`src/rtl/chess_turn_scheduler.sv`:
```
// Chess clock turn scheduler: debounces both player buttons and sequences turns, pause and flag-fall.
// Optional Fischer increment pulses are built only when FISCHER_INC_EN is defined.
module chess_turn_scheduler #(
    parameter int DEBOUNCE_CYCLES = 1000000,
    parameter int CNT_W           = 20
) (
    input  logic       clk,
    input  logic       reset,
    input  logic       set_mode,
    input  logic       pause_req,
    input  logic       btn1,
    input  logic       btn2,
    input  logic       zero1,
    input  logic       zero2,
    output logic       run1,
    output logic       run2,
    output logic [1:0] player,
    output logic [1:0] flag,
    output logic       game_over,
    output logic [7:0] moves,
    output logic       inc1,
    output logic       inc2
);

    typedef enum logic [2:0] {
        S_IDLE   = 3'd0,
        S_SETUP  = 3'd1,
        S_READY  = 3'd2,
        S_RUN_P1 = 3'd3,
        S_RUN_P2 = 3'd4,
        S_PAUSE  = 3'd5,
        S_FLAG   = 3'd6
    } state_t;

    localparam logic [CNT_W-1:0] CNT_LAST = CNT_W'(DEBOUNCE_CYCLES - 1);

    logic [1:0]       btn_raw_s;
    logic [1:0]       sync1_r, sync2_r, stable_r, press_r;
    logic [CNT_W-1:0] cnt_r [2];
    logic             ev1_s, ev2_s;

    state_t     state_r, state_next_s;
    logic       paused_r, paused_next_s;   // 0: P1 was running, 1: P2 was running
    logic [1:0] flag_r, flag_next_s;
    logic [7:0] moves_r, moves_next_s, moves_inc_s;
    logic       run1_s, run2_s, game_over_s;
    logic [1:0] player_s;
    logic       run1_r, run2_r, game_over_r;
    logic [1:0] player_r;

    assign btn_raw_s   = {btn2, btn1};
    assign ev1_s       = press_r[0];
    assign ev2_s       = press_r[1];
    assign moves_inc_s = (moves_r == 8'd255) ? moves_r : (moves_r + 8'd1);

    // Button synchronizers, stability counters and one-cycle press events
    always_ff @(posedge clk or negedge reset) begin
        if (!reset) begin
            sync1_r  <= 2'b00;
            sync2_r  <= 2'b00;
            stable_r <= 2'b00;
            press_r  <= 2'b00;
            for (int i = 0; i < 2; i++) begin
                cnt_r[i] <= {CNT_W{1'b0}};
            end
        end else begin
            sync1_r <= btn_raw_s;
            sync2_r <= sync1_r;
            for (int i = 0; i < 2; i++) begin
                press_r[i] <= 1'b0;
                if (sync2_r[i] == stable_r[i]) begin
                    cnt_r[i] <= {CNT_W{1'b0}};
                end else if (cnt_r[i] == CNT_LAST) begin
                    cnt_r[i]    <= {CNT_W{1'b0}};
                    stable_r[i] <= sync2_r[i];
                    press_r[i]  <= sync2_r[i];
                end else begin
                    cnt_r[i] <= cnt_r[i] + CNT_W'(1);
                end
            end
        end
    end

    // State, game bookkeeping and Moore output registers
    always_ff @(posedge clk or negedge reset) begin
        if (!reset) begin
            state_r     <= S_IDLE;
            paused_r    <= 1'b0;
            flag_r      <= 2'b00;
            moves_r     <= 8'd0;
            run1_r      <= 1'b0;
            run2_r      <= 1'b0;
            player_r    <= 2'b00;
            game_over_r <= 1'b0;
        end else begin
            state_r     <= state_next_s;
            paused_r    <= paused_next_s;
            flag_r      <= flag_next_s;
            moves_r     <= moves_next_s;
            run1_r      <= run1_s;
            run2_r      <= run2_s;
            player_r    <= player_s;
            game_over_r <= game_over_s;
        end
    end

    // Next-state logic; set_mode overrides everything
    always_comb begin
        state_next_s  = state_r;
        paused_next_s = paused_r;
        flag_next_s   = flag_r;
        moves_next_s  = moves_r;
        if (set_mode) begin
            state_next_s = S_SETUP;
            flag_next_s  = 2'b00;
            moves_next_s = 8'd0;
        end else begin
            case (state_r)
                S_IDLE:  state_next_s = S_READY;
                S_SETUP: state_next_s = S_READY;
                S_READY: begin
                    if (ev1_s && !ev2_s) begin
                        state_next_s = S_RUN_P2;
                    end else if (ev2_s && !ev1_s) begin
                        state_next_s = S_RUN_P1;
                    end else begin
                        state_next_s = S_READY;
                    end
                end
                S_RUN_P1: begin
                    if (zero1) begin
                        state_next_s = S_FLAG;
                        flag_next_s  = 2'b01;
                    end else if (pause_req) begin
                        state_next_s  = S_PAUSE;
                        paused_next_s = 1'b0;
                    end else if (ev1_s) begin
                        state_next_s = S_RUN_P2;
                        moves_next_s = moves_inc_s;
                    end else begin
                        state_next_s = S_RUN_P1;
                    end
                end
                S_RUN_P2: begin
                    if (zero2) begin
                        state_next_s = S_FLAG;
                        flag_next_s  = 2'b10;
                    end else if (pause_req) begin
                        state_next_s  = S_PAUSE;
                        paused_next_s = 1'b1;
                    end else if (ev2_s) begin
                        state_next_s = S_RUN_P1;
                        moves_next_s = moves_inc_s;
                    end else begin
                        state_next_s = S_RUN_P2;
                    end
                end
                S_PAUSE: begin
                    if (pause_req) begin
                        state_next_s = paused_r ? S_RUN_P2 : S_RUN_P1;
                    end else begin
                        state_next_s = S_PAUSE;
                    end
                end
                S_FLAG:  state_next_s = S_FLAG;
                default: state_next_s = S_IDLE;
            endcase
        end
    end

    // Output decode from the upcoming state so outputs move on the same edge as the state
    always_comb begin
        run1_s      = (state_next_s == S_RUN_P1);
        run2_s      = (state_next_s == S_RUN_P2);
        game_over_s = (state_next_s == S_FLAG);
        if ((state_next_s == S_RUN_P1) || ((state_next_s == S_PAUSE) && !paused_next_s)) begin
            player_s = 2'b01;
        end else if ((state_next_s == S_RUN_P2) || ((state_next_s == S_PAUSE) && paused_next_s)) begin
            player_s = 2'b10;
        end else begin
            player_s = 2'b00;
        end
    end

`ifdef FISCHER_INC_EN
    logic inc1_r, inc2_r;

    // Increment pulse credited to the player who just ended a running turn
    always_ff @(posedge clk or negedge reset) begin
        if (!reset) begin
            inc1_r <= 1'b0;
            inc2_r <= 1'b0;
        end else begin
            inc1_r <= (state_r == S_RUN_P1) && (state_next_s == S_RUN_P2);
            inc2_r <= (state_r == S_RUN_P2) && (state_next_s == S_RUN_P1);
        end
    end

    assign inc1 = inc1_r;
    assign inc2 = inc2_r;
`else
    assign inc1 = 1'b0;
    assign inc2 = 1'b0;
`endif

    assign run1      = run1_r;
    assign run2      = run2_r;
    assign player    = player_r;
    assign flag      = flag_r;
    assign game_over = game_over_r;
    assign moves     = moves_r;

endmodule

```
`config.mk`:
```
export PLATFORM = sky130hd
export DESIGN_NAME = chess_turn_scheduler
export DESIGN_NICKNAME = d
export VERILOG_FILES = /design/src/rtl/chess_turn_scheduler.sv
export SDC_FILE = /design/constraint.sdc
export NUM_CORES = 1
export LEC_CHECK = 0
export CORE_ASPECT_RATIO = 1.75
export CORE_MARGIN = 5
export CORE_UTILIZATION = 45
export CTS_BUF_LIST = sky130_fd_sc_hd__clkbuf_2 sky130_fd_sc_hd__clkbuf_4 sky130_fd_sc_hd__clkbuf_8
export DETAILED_ROUTE_END_ITERATION = 7
export HOLD_SLACK_MARGIN = 0.06
export SLEW_MARGIN = 25
export SYNTH_ARGS = -nofsm -noshare
export SYNTH_HDL_FRONTEND = slang
export SYNTH_SLANG_ARGS = --single-unit
```
`constraint.sdc`:
```
create_clock -name clk -period 3.5 [get_ports clk]
set_clock_uncertainty 0.05 [all_clocks]
set_input_delay 0.7 -clock clk [delete_from_list [all_inputs] [get_ports clk]]
set_output_delay 0.7 -clock clk [all_outputs]
set_load 0.01 [all_outputs]
```
## After elaboration in Yosys (flattened, before gate mapping)

Index checks and enable logic that the tools add are counted.

| storage, ports and cells | value |
|---|---|
| output and inout port bits | 17 |
| word-level logic and storage cells | 100 |
| input port bits | 8 |
| flip-flop bits (word level) | 67 |

| cells by class | value |
|---|---|
| equality and inequality tests | 23 |
| reductions and logical operators | 16 |
| mux-type cells | 41 |
| bitwise gates (word level) | 2 |
| add/sub/neg operators | 3 |

Operators with widths:

| kind | count |
|---|---|
| $mux 20 | 4 |
| $mux 8 | 8 |
| $add 20x1->20 const B | 2 |
| $eq 20x20->1 const B | 2 |
| $mux 3 | 10 |
| $ne 3x3->1 const B | 8 |
| $eq 3x3->1 const B | 6 |
| $pmux 3 s6 | 1 |
| $pmux 8 s2 | 1 |
| $mux 1 | 10 |
| $mux 2 | 5 |
| $eq 3x2->1 const B | 3 |
| $add 8x1->8 const B | 1 |
| $eq 8x8->1 const B | 1 |
| $reduce_and 7->1 | 1 |
| $logic_and 1x1->1 | 4 |
| $pmux 2 s2 | 1 |
| $reduce_and 2->1 | 2 |
| $eq 3x1->1 const B | 1 |
| $logic_not 1->1 | 3 |
| $logic_not 3->1 | 1 |
| $reduce_and 3->1 | 1 |
| $reduce_bool 3->1 | 1 |
| $eq 1x1->1 | 2 |
| other kinds (4) | 6 |

## Logic depth before layout (Yosys ltp)

Gate-level depths: netlist of run 1.

| logic depth | value |
|---|---|
| word-level depth | 11 |
| mapped depth | 8 |
| mapped depth without buffers | 6 |

## Worst setup path after synthesis of run 1

No wires, ideal clock.

| path | value |
|---|---|
| kind | input to register |
| start | input port zero2 |
| end | register moves_r[5], in the netlist moves[5] |
| path buffers | 0 |
| arrival time | 1754 ps |
| stages | 5 |
| required time | 3372 ps |
| library setup time | 78 ps |
| setup slack | 1618 ps |
| cell sequence | nor4b_4 a22o_4 nand2_2 or3_1 a21oi_1 |

| between the ends | value |
|---|---|
| longest elaborated chain between the ends | 2 |

RTL lines:

| item | line | RTL |
|---|---|---|
| from (decl) | 14 | `input logic zero2,` |
| $ne 3x3->1 (no line) | - |  |
| $reduce_and 7->1 (no line) | - |  |
| to (signal assigned) | 99 | `moves_r <= moves_next_s;` |
| to (decl) | 45 | `logic [7:0] moves_r, moves_next_s, moves_inc_s;` |

No other way between the ends.
A chain may end at the register's enable or synchronous reset.

## Worst setup path in the final report of run 1

| path | value |
|---|---|
| start | register cnt_r[20] in the netlist's numbering |
| end | register cnt_r[35] in the netlist's numbering |

| between the ends | value |
|---|---|
| longest elaborated chain between the ends | 3 |
| elaborated cells between the ends (all ways) | 4 |
| those cells by class | add/sub (1); eq/ne (1); mux (2) |

RTL lines:

| item | line | RTL |
|---|---|---|
| from (decl) | 39 | `logic [CNT_W-1:0] cnt_r [2];` |
| from (signal, indexed assignment) | 64 | `cnt_r[i] <= {CNT_W{1'b0}};` |
| from (signal, indexed assignment) | 72 | `cnt_r[i] <= {CNT_W{1'b0}};` |
| from (signal, indexed assignment) | 74 | `cnt_r[i] <= {CNT_W{1'b0}};` |
| $add 20x1->20 / $eq 20x20->1 (equally long branches) | 78, 73 |  |
| $mux 20 * | 73 | `end else if (cnt_r[i] == CNT_LAST) begin` |
| $mux 20 * | 71 | `if (sync2_r[i] == stable_r[i]) begin` |

Mark *: on every way between the ends. The rest lies on a longest branch, timed or not.

==> results of run 1 <==
[layer usage]
metal | up-vias | share of wire [%]
met1 | 1152 | 39
met2 | 41 | 54
met3 | 14 | 3.7
li1 | 1182 | -
met5 | - | 0
met4 | 0 | 2.6
[synth_stat cells (all sizes together)]
master,n
dfrtp,67
nor2,58
nand3,29
xor2,26
nand2,24
xnor2,17
nand4,11
inv,10
a21oi,9
buf,8
nor3,8
nor2b,7
nor4,7
and3,6
o21ai,5
or2,4
and2,3
ha,3
a211oi,2
a22o,2
a31oi,2
clkbuf,2
mux2,2
nand3b,2
nor4b,2
or3,2
a21boi,1
a221oi,1
a41oi,1
and3b,1
and4,1
and4bb,1
conb,1
nand2b,1
nor3b,1
nor4bb,1
o211a,1
o211ai,1
o221ai,1
o311ai,1
[sequential cells by signal (all words and copies together) (netlist names)]
name	flops
sync2_r	2
run2	1
run1	1
flag	2
cnt_r	40
paused_r	1
sync1_r	2
moves	8
game_over	1
stable_r	2
player	2
press_r	2
state_r	3
[through the flow]
stage,instance area (sq um),utilization [%],worst slack (ns),hold WS (ns)
2_1_floorplan,3310,-,1.62,0.281
3_3_place_gp,3570,49.7,0.978,0.289
3_5_place_dp,3570,49.8,0.904,0.289
4_1_cts,3770,52.5,1.07,0.305
5_1_grt,3770,52.5,0.860,0.305
6_report,3770,52.5,1.15,0.300
[kinds of logic after synthesis]
kind of cell	share of synthesized area [%]
adder cells (fa/ha/maj)	1.14
other	0.114
AO/OA/AOI/OAI	5.80
multiplexers	0.682
XOR/XNOR	11.4
AND/OR/NAND/NOR	26.7
buffers and inverters	3.37
flip-flops	50.8
[report_power, final]
part           switching [mW]  leakage [nW]  total [mW]  internal [mW]
Clock                   0.271         0.107       0.620          0.350
Sequential             0.0300         0.915       0.825          0.795
Combinational          0.0723         0.599       0.126         0.0537
Total                   0.373          1.62        1.57           1.20
[layout make-up]
cell class	instances	area, sq um	share of cell area (%)
sequential	67	1680	44.4
clock inverter	1	5.00	0.133
clock buffer	15	194	5.14
timing repair buffer	24	233	6.17
multi-input combinational	246	1520	40.3
tap	86	108	2.85
inverter	10	37.5	0.995
[how the worst min path moves through the flow]
stage                                     from              endpoint  slack [ns]  cells past startpoint
after global placement    sync1_r[1]$_DFF_PN0_  sync2_r[1]$_DFF_PN0_        0.29                      0
final                                    reset   flag[1]$_DFFE_PN0P_        0.30                      1
after detailed placement  sync1_r[1]$_DFF_PN0_  sync2_r[1]$_DFF_PN0_        0.29                      0
after floorplan           sync1_r[0]$_DFF_PN0_  sync2_r[0]$_DFF_PN0_        0.28                      0
after global routing      sync1_r[1]$_DFF_PN0_  sync2_r[1]$_DFF_PN0_        0.30                      0
after CTS                 sync1_r[1]$_DFF_PN0_  sync2_r[1]$_DFF_PN0_        0.30                      0
[critical path: cells and delay by family, from the launching register on]
kind	cells	cell delay, ns
adders and majority gates	1	0.25
DFF	1	0.43
and+or+nand+nor	5	1.50
==> metrics.md, run 1 <==
| Metric | Value |
|---|---|
| Post-Route WL | ~6300 um |
| Data required, critical path | between 3 and 4 ns |
| First-pass GRT wire length | 11100 um |
| Gr usage total | around 16% |
| Post_cts resized | 0 |
| Synth unique cells | 51 |
| CTS tree | done |
| Layout cell share with drive strength beyond 1 | between 8 and 9% |
| Hpwl dp | roughly 4500 um |
| Synth top area cells | dfrtp_1 51%, xor2_1 6.9%, nor2_1 6.6% |
| DRT Pass-1 Iters | 4 |
| I/O pin cnt | 25 |
| Reg2reg start | cnt_r[20]$_DFF_PN0_ |
| Syn Area/Cell | approximately 9.9 sq um |
| Cells after Synth | roughly 330 |
| Worst-path clk slew | about 0.060 ns |
| Drt drc | 0 |
| Vias | 2389 |
| PwrDens | 416 mW/mm^2 |
| Post-synthesis sequential area ratio | around 51% |
| Starting Density | a little under half |
| Placed Instances | between 400 and 500 |
| Most frequent cells in the layout | 67 x dfrtp_1, 58 x nor2_1, 29 x nand3_1 |
| DR vias/cell | 5.32 |
| Fin cells | around 450 |
| DIE HEIGHT | approximately 120 um |
| FF-to-FF End | cnt_r[35]$_DFF_PN0_ |
| CP arrival | 2.50 ns |
| Clock sink count | 67 |
| Max Cap Viol | 0 |
| Core footprint | just over 0.007 sq mm |
| Commonest non-fill, non-tap cell in the layout | dfrtp_1 |
| P_leak | 1.62 nW |
| Period utilisation layout | 67.2% |
| Kind of critical path | flop to flop |
| Worst-Margin Slew | 0.699 ns |
| Final Slew Violations | 0 |
| Clk_lat worst skew | roughly 0.34 ns |
| Setup crit end | cnt_r[35]$_DFF_PN0_ |
| Worst setup EP type | flop |
| Reg2reg path depth | 6 |
| Synth warn | 0 |
| CTS Root Cell | clkbuf_8 |
| Met1 usage | between 15 and 20% |
| Tot Pwr | around 1.6 mW |
| Hold Path Class | input pin to asynchronous set/reset pin |
| H-tree depth | 3 |
| Crit path time final | around 2.4 ns |
| Die X | around 75 um |
| RSZ-0062 raised after global routing | no |
| Port bufs | 22 |
| Hold_buf cts | 0 |
| CTS Buffer Depth | 2 |
| Area delta synth->final | 14.2% |
| Full die area | 0.00922 sq mm |
| Diodes inserted | 0 |
| Max VDD drop | approximately 0.31 mV |
| Setup bufs post-CTS | 0 |
| Gr busiest metal | met2 |
| Initial antenna violation count | 0 |
| CP Max Fanout | 19 |
| Cell taking the most area after synthesis | dfrtp_1 |
| NumNets Final | ~370 |
| Vias in the first global route | 2523 |
| FF+latch count, synth | 67 |
| Cell Chain, Critical Path | ha_1, nand4_2, or2_4, nor4_4, or2_1, nor2_1 |
| Drt wl/cell | 14.0 um |
| Fmax | between 400 and 500 MHz |
| Max-slew headroom | between 50 and 60% |
| Placer Congestion | approximately 0.84 |
| Final setup viols | 0 |
| M3 GR Usage | about 4% |
| Worst path max stage delay | between 0.5 and 0.6 ns |
| Outcome | complete, no violations |
| Post-route ant nets | 0 |
| CP max-delay cell | or2_1 |
| DR iter-0 viols | 61 |
| Met2 usage | between 20% and 30% |
| Crit path launch type | flop |
| Hold Violations, Final | 0 |
| Total CTS buffers | 9 |
| Largest net degree at the start of global routing | 50 |
| R2r setup slk | about 1.1 ns |
| Grt total ovfl | 0 |
| Fill count | 667 |
| Mapped Area | 0.00330 sq mm |
| Setup_tns | 0 ns |
| Synth top area share | around 51% |
| Start point of the critical path | cnt_r[20]$_DFF_PN0_ |
| Rows | 41 |
(Power assumes the default switching activity.)
==> inputs of run 2 (changes only) <==
==> constraint.sdc (replaced) <==
create_clock -name clk -period 2.3 [get_ports clk]
set_clock_uncertainty 0.05 [all_clocks]
set_input_delay 0.46 -clock clk [delete_from_list [all_inputs] [get_ports clk]]
set_output_delay 0.46 -clock clk [all_outputs]
set_load 0.01 [all_outputs]
==> metrics.md, run 2 (synthesis gave the netlist of run 1 again) <==
| Metric | Value |
|---|---|
| Outcome | complete, no violations (unchanged) |
| I/O pin cnt | 25 (unchanged) |
| FF-to-FF End | cnt_r[30]$_DFF_PN0_ (was cnt_r[35]$_DFF_PN0_) |
| Placed Instances | 441 (was 433) |
| Full die area | 0.00922 sq mm (unchanged) |
| Total CTS buffers | 9 (unchanged) |
| Worst setup EP type | flop (unchanged) |
| Layout cell share with drive strength beyond 1 | 10.8% (was 8.82%) |
| Die X | 74.8 um (unchanged) |
| CP arrival | 2.17 ns (was 2.50 ns) |
| Vias in the first global route | 2404 (was 2523) |
| Multi-input gate area | 0.00152 sq mm (unchanged) |
| Clock sink count | 67 (unchanged) |
| Max-slew headroom | 63.0% (was 53.0%) |
| DIE HEIGHT | 123 um (unchanged) |
| PwrDens | 627 mW/mm^2 (was 416 mW/mm^2) |
| Post_cts resized | 0 (unchanged) |
| Post-Route WL | 6530 um (was 6290 um) |
| Diodes inserted | 0 (unchanged) |
| CTS Root Cell | clkbuf_8 (unchanged) |
| Reg2reg path depth | 7 (was 6) |
| Grt total ovfl | 0 (unchanged) |
| Most frequent cells in the layout | 67 x dfrtp_1, 58 x nor2_1, 29 x nand3_1 (unchanged) |
| Reg2reg start | cnt_r[20]$_DFF_PN0_ (unchanged) |
| Crit path time final | 1.99 ns (was 2.35 ns) |
| Fmax | 502 MHz (was 425 MHz) |
| Hold Path Class | input pin to asynchronous set/reset pin (unchanged) |
| Worst path max stage delay | 0.41 ns (was 0.58 ns) |
| Worst path depth | 7 (was 6) |
| R2r setup slk | 0.31 ns (was 1.15 ns) |
| Max VDD drop | 0.530 mV (was 0.314 mV) |
| First-pass GRT wire length | 11200 um (was 11100 um) |
| Area delta synth->final | 16.5% (was 14.2%) |
| Hold Violations, Final | 0 (unchanged) |
| DR iter-0 viols | 81 (was 61) |
| Period utilisation layout | 86.6% (was 67.2%) |
| RSZ-0062 raised after global routing | no (unchanged) |
| DR vias/cell | 5.26 (was 5.32) |
| Hold_buf cts | 0 (unchanged) |
| CTS tree | done (unchanged) |
| Core footprint | 0.00718 sq mm (unchanged) |
| Worst-path clk slew | 0.07 ns (was 0.06 ns) |
| Vias | 2405 (was 2389) |
| Fill count | 683 (was 667) |
| Met2 usage | 29.1% (was 28.6%) |
| Gr busiest metal | met2 (unchanged) |
| M3 GR Usage | 4.15% (was 4.07%) |
| Drt drc | 0 (unchanged) |
| Data required, critical path | 2.48 ns (was 3.65 ns) |
| NumNets Final | 377 (was 369) |
| Port bufs | 22 (unchanged) |
| Setup_tns | 0 ns (unchanged) |
| CTS Buffer Depth | 2 (unchanged) |
| Worst path bufs/invs | 1 (was 0) |
| Placed Area | 0.00366 sq mm (was 0.00357 sq mm) |
| Initial antenna violation count | 0 (unchanged) |
| Placer Congestion | 0.820 (was 0.837) |
| Setup bufs post-CTS | 0 (unchanged) |
| Largest register FFs | 40 (unchanged) |
| Clk_lat worst skew | 0.35 ns (was 0.34 ns) |
| Gr usage total | 16.3% (was 15.9%) |
| Drt wl/cell | 14.3 um (was 14.0 um) |
| Starting Density | 46.0% (unchanged) |
| P_leak | 1.67 nW (was 1.62 nW) |
| CP Max Fanout | 19 (unchanged) |
| Post-route ant nets | 0 (unchanged) |
| Met1 usage | 17.5% (was 16.2%) |
| Cell Chain, Critical Path | ha_1, nand4_2, or2_4, nor4_4, or2_1, buf_12, nor2_1 (was ha_1, nand4_2, or2_4, nor4_4, or2_1, nor2_1) |
| Max Cap Viol | 0 (unchanged) |
| Largest reg by FF count | cnt_r (unchanged) |
| Post-route cell area | 0.00385 sq mm (was 0.00377 sq mm) |
| Rows | 41 (unchanged) |
| CP delay by family, top | simple AND/OR/NAND/NOR gates (unchanged) |
| Hpwl dp | 4620 um (was 4510 um) |
| Commonest non-fill, non-tap cell in the layout | dfrtp_1 (unchanged) |
| DRT Pass-1 Iters | 4 (unchanged) |
| H-tree depth | 3 (unchanged) |
| Final setup viols | 0 (unchanged) |
| Final Slew Violations | 0 (unchanged) |
| Crit path launch type | flop (unchanged) |
| Worst-Margin Slew | 0.551 ns (was 0.699 ns) |
| Kind of critical path | flop to flop (unchanged) |
| Fin cells | 457 (was 449) |
| Sequential standard cell area | 0.00168 sq mm (unchanged) |
| CP max-delay cell | dfrtp_1 (was or2_1) |
| Largest net degree at the start of global routing | 68 (was 50) |
[run 2: cell count changes in the layout (fill, tap and decap cells not counted), sizes merged]
cell,before,now
buf,3,11
bufinv,0,1
clkbuf,15,10
clkinv,1,5
[run 2: per-stage QoR]
stage	util (%)	hold slack (ns)	total power, mW	setup WS [ns]
floorplan	-	0.114	1.39	0.428
global placement	50.9	0.287	1.49	0.0695
detailed placement	50.9	0.293	1.49	0.0281
CTS	53.6	0.0788	2.46	0.259
global route	53.6	0.0992	2.53	0.178
finish	53.6	0.0652	2.41	0.308
[run 2: final cells by class]
type                            instances  area share, %
Clock buffer                           10           3.58
Clock inverter                          6           1.43
Inverter                               10          0.975
Multi-Input combinational cell        246           39.5
Sequential cell                        67           43.6
Tap cell                               86           2.80
Timing Repair Buffer                   32           8.19
[run 2: worst max path at each step]
| stage | from | end | slack, ns |
|---|---|---|---|
| after floorplan | cnt_r[20]$_DFF_PN0_ | cnt_r[33]$_DFF_PN0_ | 0.43 |
| after global placement | zero2 | moves[5]$_DFFE_PN0P_ | 0.07 |
| after detailed placement | zero2 | moves[5]$_DFFE_PN0P_ | 0.03 |
| after CTS | cnt_r[20]$_DFF_PN0_ | cnt_r[29]$_DFF_PN0_ | 0.26 |
| after global routing | cnt_r[20]$_DFF_PN0_ | cnt_r[37]$_DFF_PN0_ | 0.18 |
| final | cnt_r[20]$_DFF_PN0_ | cnt_r[30]$_DFF_PN0_ | 0.31 |
[run 2: per-layer routing]
metal / up-vias / share of wire (%)
met2: 38 / 56
met5: - / 0
met3: 8 / 3.4
li1: 1199 / -
met4: 0 / 1.6
met1: 1160 / 39
[run 2: power by group]
part | internal, mW | switching [mW]
Sequential | 1.21 | 0.0415
Clock | 0.520 | 0.423
Combinational | 0.0983 | 0.121
